**config.mk**
```make
export PLATFORM = sky130hd
export DESIGN_NAME = id_ex_stage
export DESIGN_NICKNAME = d
export VERILOG_FILES = /design/src/rtl/id_ex_stage.sv
export SDC_FILE = /design/constraint.sdc
export NUM_CORES = 2
export LEC_CHECK = 0
export ABC_AREA = 0
export BUFFER_PORTS_ARGS = -buffer_cell sky130_fd_sc_hd__buf_2
export CELL_PAD_IN_SITES_DETAIL_PLACEMENT = 1
export CELL_PAD_IN_SITES_GLOBAL_PLACEMENT = 1
export CORE_ASPECT_RATIO = 1.2
export CORE_UTILIZATION = 23
export DETAILED_ROUTE_END_ITERATION = 12
export PLACE_DENSITY_LB_ADDON = 0.1
export SLEW_MARGIN = 10
export SYNTH_ARGS = -nofsm -noshare
export SYNTH_HDL_FRONTEND = slang
export SYNTH_SLANG_ARGS = --single-unit
```
**constraint.sdc**
```tcl
create_clock -name clk -period 2.4 [get_ports clk]
set_clock_uncertainty 0.15 [all_clocks]
set_input_delay 0.48 -clock clk [delete_from_list [all_inputs] [get_ports clk]]
set_output_delay 0.48 -clock clk [all_outputs]
set_load 0.01 [all_outputs]
```
**src/rtl/id_ex_stage.sv**
```systemverilog
// id_ex_stage
//   Decode/operand stage in front of the ALU. Holds a 2**REG_AW entry register
//   file (r0 reads as zero), decodes one instruction per in_valid/in_ready
//   handshake, resolves rs/rt with EX and WB bypassing, builds the immediate and
//   presents the result from a registered ID/EX buffer.
// Ports
//   clk, rst_n                 clock (rising edge), async active-low reset
//   i_in_valid/o_in_ready      instruction handshake, i_in_instr instruction word
//   i_flush                    drop buffered and incoming instruction
//   i_wb_en/addr/data          register-file write port from downstream
//   i_ex_result                ALU result for the instruction now in the buffer
//   o_out_valid/i_out_ready    output buffer handshake
//   o_out_opcode/funct/srca/srcb/alusrc/dest/wen/illegal  decoded buffer contents
module id_ex_stage #(
   parameter int DATA_W = 32,
   parameter int REG_AW = 5
) (
   input  logic              clk,
   input  logic              rst_n,
   input  logic              i_in_valid,
   output logic              o_in_ready,
   input  logic [31:0]       i_in_instr,
   input  logic              i_flush,
   input  logic              i_wb_en,
   input  logic [REG_AW-1:0] i_wb_addr,
   input  logic [DATA_W-1:0] i_wb_data,
   input  logic [DATA_W-1:0] i_ex_result,
   output logic              o_out_valid,
   input  logic              i_out_ready,
   output logic [5:0]        o_out_opcode,
   output logic [5:0]        o_out_funct,
   output logic [DATA_W-1:0] o_out_srca,
   output logic [DATA_W-1:0] o_out_srcb,
   output logic              o_out_alusrc,
   output logic [REG_AW-1:0] o_out_dest,
   output logic              o_out_wen,
   output logic              o_out_illegal
);

   localparam int NREGS = 2**REG_AW;

   logic [DATA_W-1:0] r_rf [NREGS];

   logic              r_valid;
   logic [5:0]        r_opcode;
   logic [5:0]        r_funct;
   logic [DATA_W-1:0] r_srca;
   logic [DATA_W-1:0] r_srcb;
   logic              r_alusrc;
   logic [REG_AW-1:0] r_dest;
   logic              r_wen;
   logic              r_illegal;

   logic [5:0]        w_op;
   logic [REG_AW-1:0] w_rs, w_rt, w_rd;
   logic [15:0]       w_imm;
   logic              w_is_r, w_legal, w_accept;
   logic [DATA_W-1:0] w_rs_val, w_rt_val, w_srcb;
   logic [REG_AW-1:0] w_dest;
   logic [5:0]        w_funct;

   assign w_op  = i_in_instr[31:26];
   assign w_rs  = i_in_instr[21 +: REG_AW];
   assign w_rt  = i_in_instr[16 +: REG_AW];
   assign w_rd  = i_in_instr[11 +: REG_AW];
   assign w_imm = i_in_instr[15:0];

   assign o_in_ready = !r_valid || i_out_ready;
   assign w_accept   = i_in_valid && o_in_ready && !i_flush;

   // Operand read: r0 wins over everything, then the instruction in the
   // buffer (youngest producer), then the write-back port, then the array.
   // r_wen is already 0 for illegal ops, so they never forward.
   function automatic logic [DATA_W-1:0] f_read(input logic [REG_AW-1:0] a);
      if (a == '0)                            return '0;
      else if (r_valid && r_wen && r_dest == a) return i_ex_result;
      else if (i_wb_en && i_wb_addr == a)     return i_wb_data;
      else                                    return r_rf[a];
   endfunction

   always_comb begin
      w_rs_val = f_read(w_rs);
      w_rt_val = f_read(w_rt);
      w_is_r   = (w_op == 6'd0);
      w_legal  = w_is_r || (w_op == 6'd1) || (w_op == 6'd4);
      w_dest   = w_is_r ? w_rd : w_rt;
      w_funct  = w_is_r ? i_in_instr[5:0] : 6'd0;
      // Illegal opcodes fall through to the addi (sign-extend) form.
      if (w_is_r)
         w_srcb = w_rt_val;
      else if (w_op == 6'd4)
         w_srcb = {{(DATA_W-16){1'b0}}, w_imm};
      else
         w_srcb = {{(DATA_W-16){w_imm[15]}}, w_imm};
   end

   always_ff @(posedge clk or negedge rst_n) begin
      if (!rst_n) begin
         for (int i = 0; i < NREGS; i++) r_rf[i] <= '0;
      end else if (i_wb_en && i_wb_addr != '0) begin
         r_rf[i_wb_addr] <= i_wb_data;
      end
   end

   always_ff @(posedge clk or negedge rst_n) begin
      if (!rst_n) begin
         r_valid   <= 1'b0;
         r_opcode  <= '0;
         r_funct   <= '0;
         r_srca    <= '0;
         r_srcb    <= '0;
         r_alusrc  <= 1'b0;
         r_dest    <= '0;
         r_wen     <= 1'b0;
         r_illegal <= 1'b0;
      end else if (w_accept) begin
         r_valid   <= 1'b1;
         r_opcode  <= w_op;
         r_funct   <= w_funct;
         r_srca    <= w_rs_val;
         r_srcb    <= w_srcb;
         r_alusrc  <= !w_is_r;
         r_dest    <= w_dest;
         r_wen     <= w_legal && (w_dest != '0);
         r_illegal <= !w_legal;
      end else if (i_flush || i_out_ready) begin
         // Payload is left in place; only the valid bit drops.
         r_valid   <= 1'b0;
      end
   end

   assign o_out_valid   = r_valid;
   assign o_out_opcode  = r_opcode;
   assign o_out_funct   = r_funct;
   assign o_out_srca    = r_srca;
   assign o_out_srcb    = r_srcb;
   assign o_out_alusrc  = r_alusrc;
   assign o_out_dest    = r_dest;
   assign o_out_wen     = r_wen;
   assign o_out_illegal = r_illegal;

endmodule
```
==> results.py <==
metrics = {
    "power_and_ir_drop": {
        "clockPowerShare": 0.374,
        "p_sw_mw": 17.6,
        "vdd_ir_drop_max_mv": 0.600,
        "seqPwrFrac": 0.422,
        "swShare": 0.295,
        "powerDensity_nw_per_um2": 800,
        "p_leak_nw": 32.4,
        "combinationalPowerShare": 0.204,
        "p_int_mw": 42.0,
    },
    "worst_setup_path": {
        "worstSetupStartpointType": "register",
        "cp_common_cell": "nand4_1",
        "path_max_fanout": 8,
        "arrival_ns": 3.10,
        "cpPeakStageDelay_ns": 0.44,
        "crit_type": "register to register",
        "end_kind": "register",
        "cp_slowest_cell": "dfrtp_1",
        "reg2reg_from": "o_out_dest[4]$_DFFE_PN0P_",
        "crit_chain": "xnor2_1 > nand4_1 > buf_4 > or3_4 > nand4_1 > buf_12 > buf_16 > nor3_4 > a2111o_1",
        "r2r_end": "o_out_srca[13]$_DFFE_PN0P_",
        "critical_path_required_ns": 2.94,
        "ff2ff_setup_slack_ns": -0.15,
        "r2r_cells": 9,
    },
    "floorplan": {
        "core-area_um2": 255000,
        "io_pins": 193,
        "start_util": 0.232,
        "dieHeight_um": 557,
        "dieArea_um2": 259000,
        "row_count": 203,
        "die_w_um": 465,
    },
    "routing": {
        "dr.first_iter.drc_count": 2293,
        "routed_wl_mm": 274,
        "drtPass1Iterations": 11,
        "vias_per_cell": 5.07,
        "ant_nets": 0,
        "post_drt_wl_per_cell_um": 33.1,
        "drcViolationCount": 22,
        "vias": 42016,
    },
    "finish": {
        "stdcell_count": 8284,
        "layout.nets": 4896,
        "fillers": 27077,
        "areaGrowthSynthToFinish_pct": 26.2,
        "seq_area_um2": 27800,
        "drive_above_1_share": 0.487,
        "multiInputGateArea_um2": 29800,
        "fin_util": 0.292,
    },
    "logic_synthesis": {
        "syn_inst": 4333,
        "synth.ff_latch_count": 1109,
        "ys_seq_area_frac": 0.470,
        "postSynthAreaPerCell_um2": 13.6,
        "ys_types": 52,
        "yosys_warnings": 0,
        "synth-main-ff-cell": "dfrtp_1",
        "synth_area_um2": 59100,
        "synth_enable_flop_cells": 0,
        "syn_nets": 4440,
        "synthArstFlopShare": 1.00,
    },
    "clocking": {
        "clk_path_buf_depth": 3,
        "cts_tree": "built",
        "clk_pin_slew_ns": 0.06,
        "clk_latency_ns": 0.83,
        "clockRootBuffer": "clkbuf_16",
        "numCtsBuffers": 144,
        "htree_num_levels": 4,
        "cts.sinks": 1109,
    },
    "timing": {
        "worstMarginPinSlew_ns": 0.960,
        "setup_violations": 30,
        "hold-worst-slack_ns": 0.0687,
        "rsz0062_at_grt": "yes",
        "setup_slack_ns": -0.154,
        "fmax_mhz": 392,
        "period_needed_ns": 2.55,
        "post-route-period-util": 1.06,
        "hold_viol_final": 0,
        "maxSlewHeadroom": 0.355,
        "drv_slew": 0,
    },
    "hold_path": {
        "hold_end": "o_out_srca[29]$_DFFE_PN0P_",
        "whs_path_depth": 4,
        "worstHoldStart": "i_ex_result[29]",
        "worstHoldPathType": "input port to register",
    },
    "global_routing": {
        "track_usage": 0.213,
        "antenna_found_initial": 9,
        "overflow": 0,
        "grt_max_degree": 79,
        "grt_pass1_vias": 46013,
        "grt_pass1_wl_mm": 389,
    },
    "placement": {
        "dp_hpwl_mm": 183,
        "port_buffers": 192,
        "dp_cells": 7949,
        "routabilityCongestion": 0.773,
    },
    "run_status": {
        "violations": "DRC, setup timing",
        "status": "complete, but fails checks",
    },
    "job": {
        "maxCapViolCount": 0,
    },
}
==> metal layers <==
| metal | up-vias | track usage | routed length, µm |
|---|---|---|---|
| met2 | 786 | 0.363 | 136000 |
| li1 | 17598 | - | - |
| met5 | - | 0 | 25 |
| met4 | 4 | 0.0618 | 7750 |
| met1 | 23312 | 0.280 | 122000 |
| met3 | 316 | 0.0277 | 8510 |
==> layout by cell type, fill, tap and decap left out, drive strengths merged, types with 5 or more instances in the layout <==
cell type | netlist | routed
a2111o | 30 | 30
a211oi | 42 | 42
a21oi | 191 | 191
a22o | 15 | 15
a22oi | 42 | 42
a31oi | 5 | 5
and3 | 13 | 13
buf | 199 | 723
bufinv | 0 | 6
clkbuf | 286 | 206
clkinv | 0 | 32
dfrtp | 1109 | 1109
diode | 0 | 7
dlygate4sd3 | 0 | 72
inv | 4 | 10
mux2 | 993 | 993
mux2i | 390 | 390
mux4 | 351 | 351
nand2 | 121 | 121
nand3 | 37 | 37
nor2 | 57 | 57
nor2b | 33 | 33
nor3 | 65 | 65
nor3b | 6 | 6
nor4 | 17 | 17
o21a | 17 | 17
o21ai | 29 | 29
o221ai | 138 | 138
o22ai | 76 | 76
o31ai | 16 | 16
xnor2 | 11 | 11
xor2 | 9 | 9
==> Yosys cell counts, drive strengths merged, types with 5 or more instances <==
master  number  share of area
buf        199          0.017
a2111o      30         0.0057
o21a        17         0.0022
a22o        15         0.0022
nor3b        6        0.00095
o21ai       29         0.0025
a22oi       42         0.0053
o221ai     138          0.020
xor2         9         0.0013
nor2b       33         0.0035
xnor2       11         0.0016
clkbuf     286          0.018
dfrtp     1109           0.47
nor2        57         0.0036
nand3       37         0.0031
mux2       993           0.19
and3        13         0.0014
a31oi        5        0.00053
nor4        17         0.0018
mux2i      390          0.066
mux4       351           0.13
nor3        65         0.0056
o22ai       76         0.0080
nand2      121         0.0077
a21oi      191          0.016
o31ai       16         0.0020
a211oi      42         0.0053
==> sequential cells by signal, summed over array words and instances (netlist names), 5 cells and up <==
name,cells
r_rf,1024
o_out_opcode,6
o_out_funct,6
o_out_dest,5
o_out_srcb,32
o_out_srca,32
==> per-stage QoR <==
step / TNS (ns) / power, mW / area [µm²] / worst slack (ns)
finish: -3.91 / 59.7 / 74600 / -0.154
global route: -4.83 / 62.6 / 74500 / -0.191
CTS: -3.78 / 60.6 / 74400 / -0.140
detailed placement: -148.37 / 37.6 / 68600 / -0.801
global placement: -143.84 / 37.3 / 68600 / -0.833
floorplan: -0.423 / 32.3 / 59200 / -0.0143
==> power by group through the flow <==
stage | Clock (mW) | Sequential [mW] | Combinational (mW)
3_5_place_dp | 0 | 25.5 | 12.1
4_1_cts | 23.1 | 25.1 | 12.3
2_1_floorplan | 0 | 24.3 | 8.01
5_1_grt | 23.8 | 25.7 | 13.1
6_report | 22.3 | 25.1 | 12.2
3_3_place_gp | 0 | 25.4 | 12.0
==> logic make-up after synthesis <==
| group | synth area share |
|---|---|
| buf+inv | 0.0359 |
| flops | 0.470 |
| xor+xnor | 0.00297 |
| compound gates | 0.0722 |
| mux | 0.389 |
| simple gates | 0.0299 |
==> worst max-delay path, delay by kind of cell (launching register included) <==
| kind | cells | cell delay [ns] |
|---|---|---|
| xor gates and xnor gates | 1 | 0.17 |
| AOI/OAI and AO/OA | 1 | 0.38 |
| buffers and inverters | 3 | 0.54 |
| and+or+nand+nor | 4 | 0.67 |
| DFF | 1 | 0.44 |
==> worst max path at each step <==
stage	to	slack [ns]	start	depth (start not counted)
final	o_out_srca[13]$_DFFE_PN0P_	-0.15	o_out_dest[4]$_DFFE_PN0P_	9
after global placement	o_out_srcb[0]$_DFFE_PN0P_	-0.83	i_in_instr[17]	10
after CTS	o_out_srca[15]$_DFFE_PN0P_	-0.14	o_out_dest[4]$_DFFE_PN0P_	9
after detailed placement	o_out_srcb[0]$_DFFE_PN0P_	-0.80	i_in_instr[17]	10
after global routing	o_out_srca[18]$_DFFE_PN0P_	-0.19	o_out_dest[4]$_DFFE_PN0P_	9
after floorplan	o_out_srca[30]$_DFFE_PN0P_	-0.01	i_in_instr[23]	9
==> layout make-up <==
cell class | count | area share
Tap cell | 3382 | 0.0568
Multi-Input combinational cell | 2735 | 0.399
Sequential cell | 1109 | 0.372
Clock buffer | 206 | 0.0568
Antenna cell | 7 | 0.000235
Inverter | 4 | 0.000235
Timing Repair Buffer | 795 | 0.107
Clock inverter | 46 | 0.00762
==> what timing repair did <==
action                                 CTS  global route
hold buffers                            72             0
endpoints found under the hold margin  881             0
pin swaps                               14             7
buffers inserted                         2             1
setup endpoints to repair               49            48
gates resized for setup                 50            24
cloned                                   1             0
Power figures use the tool's default switching activity.
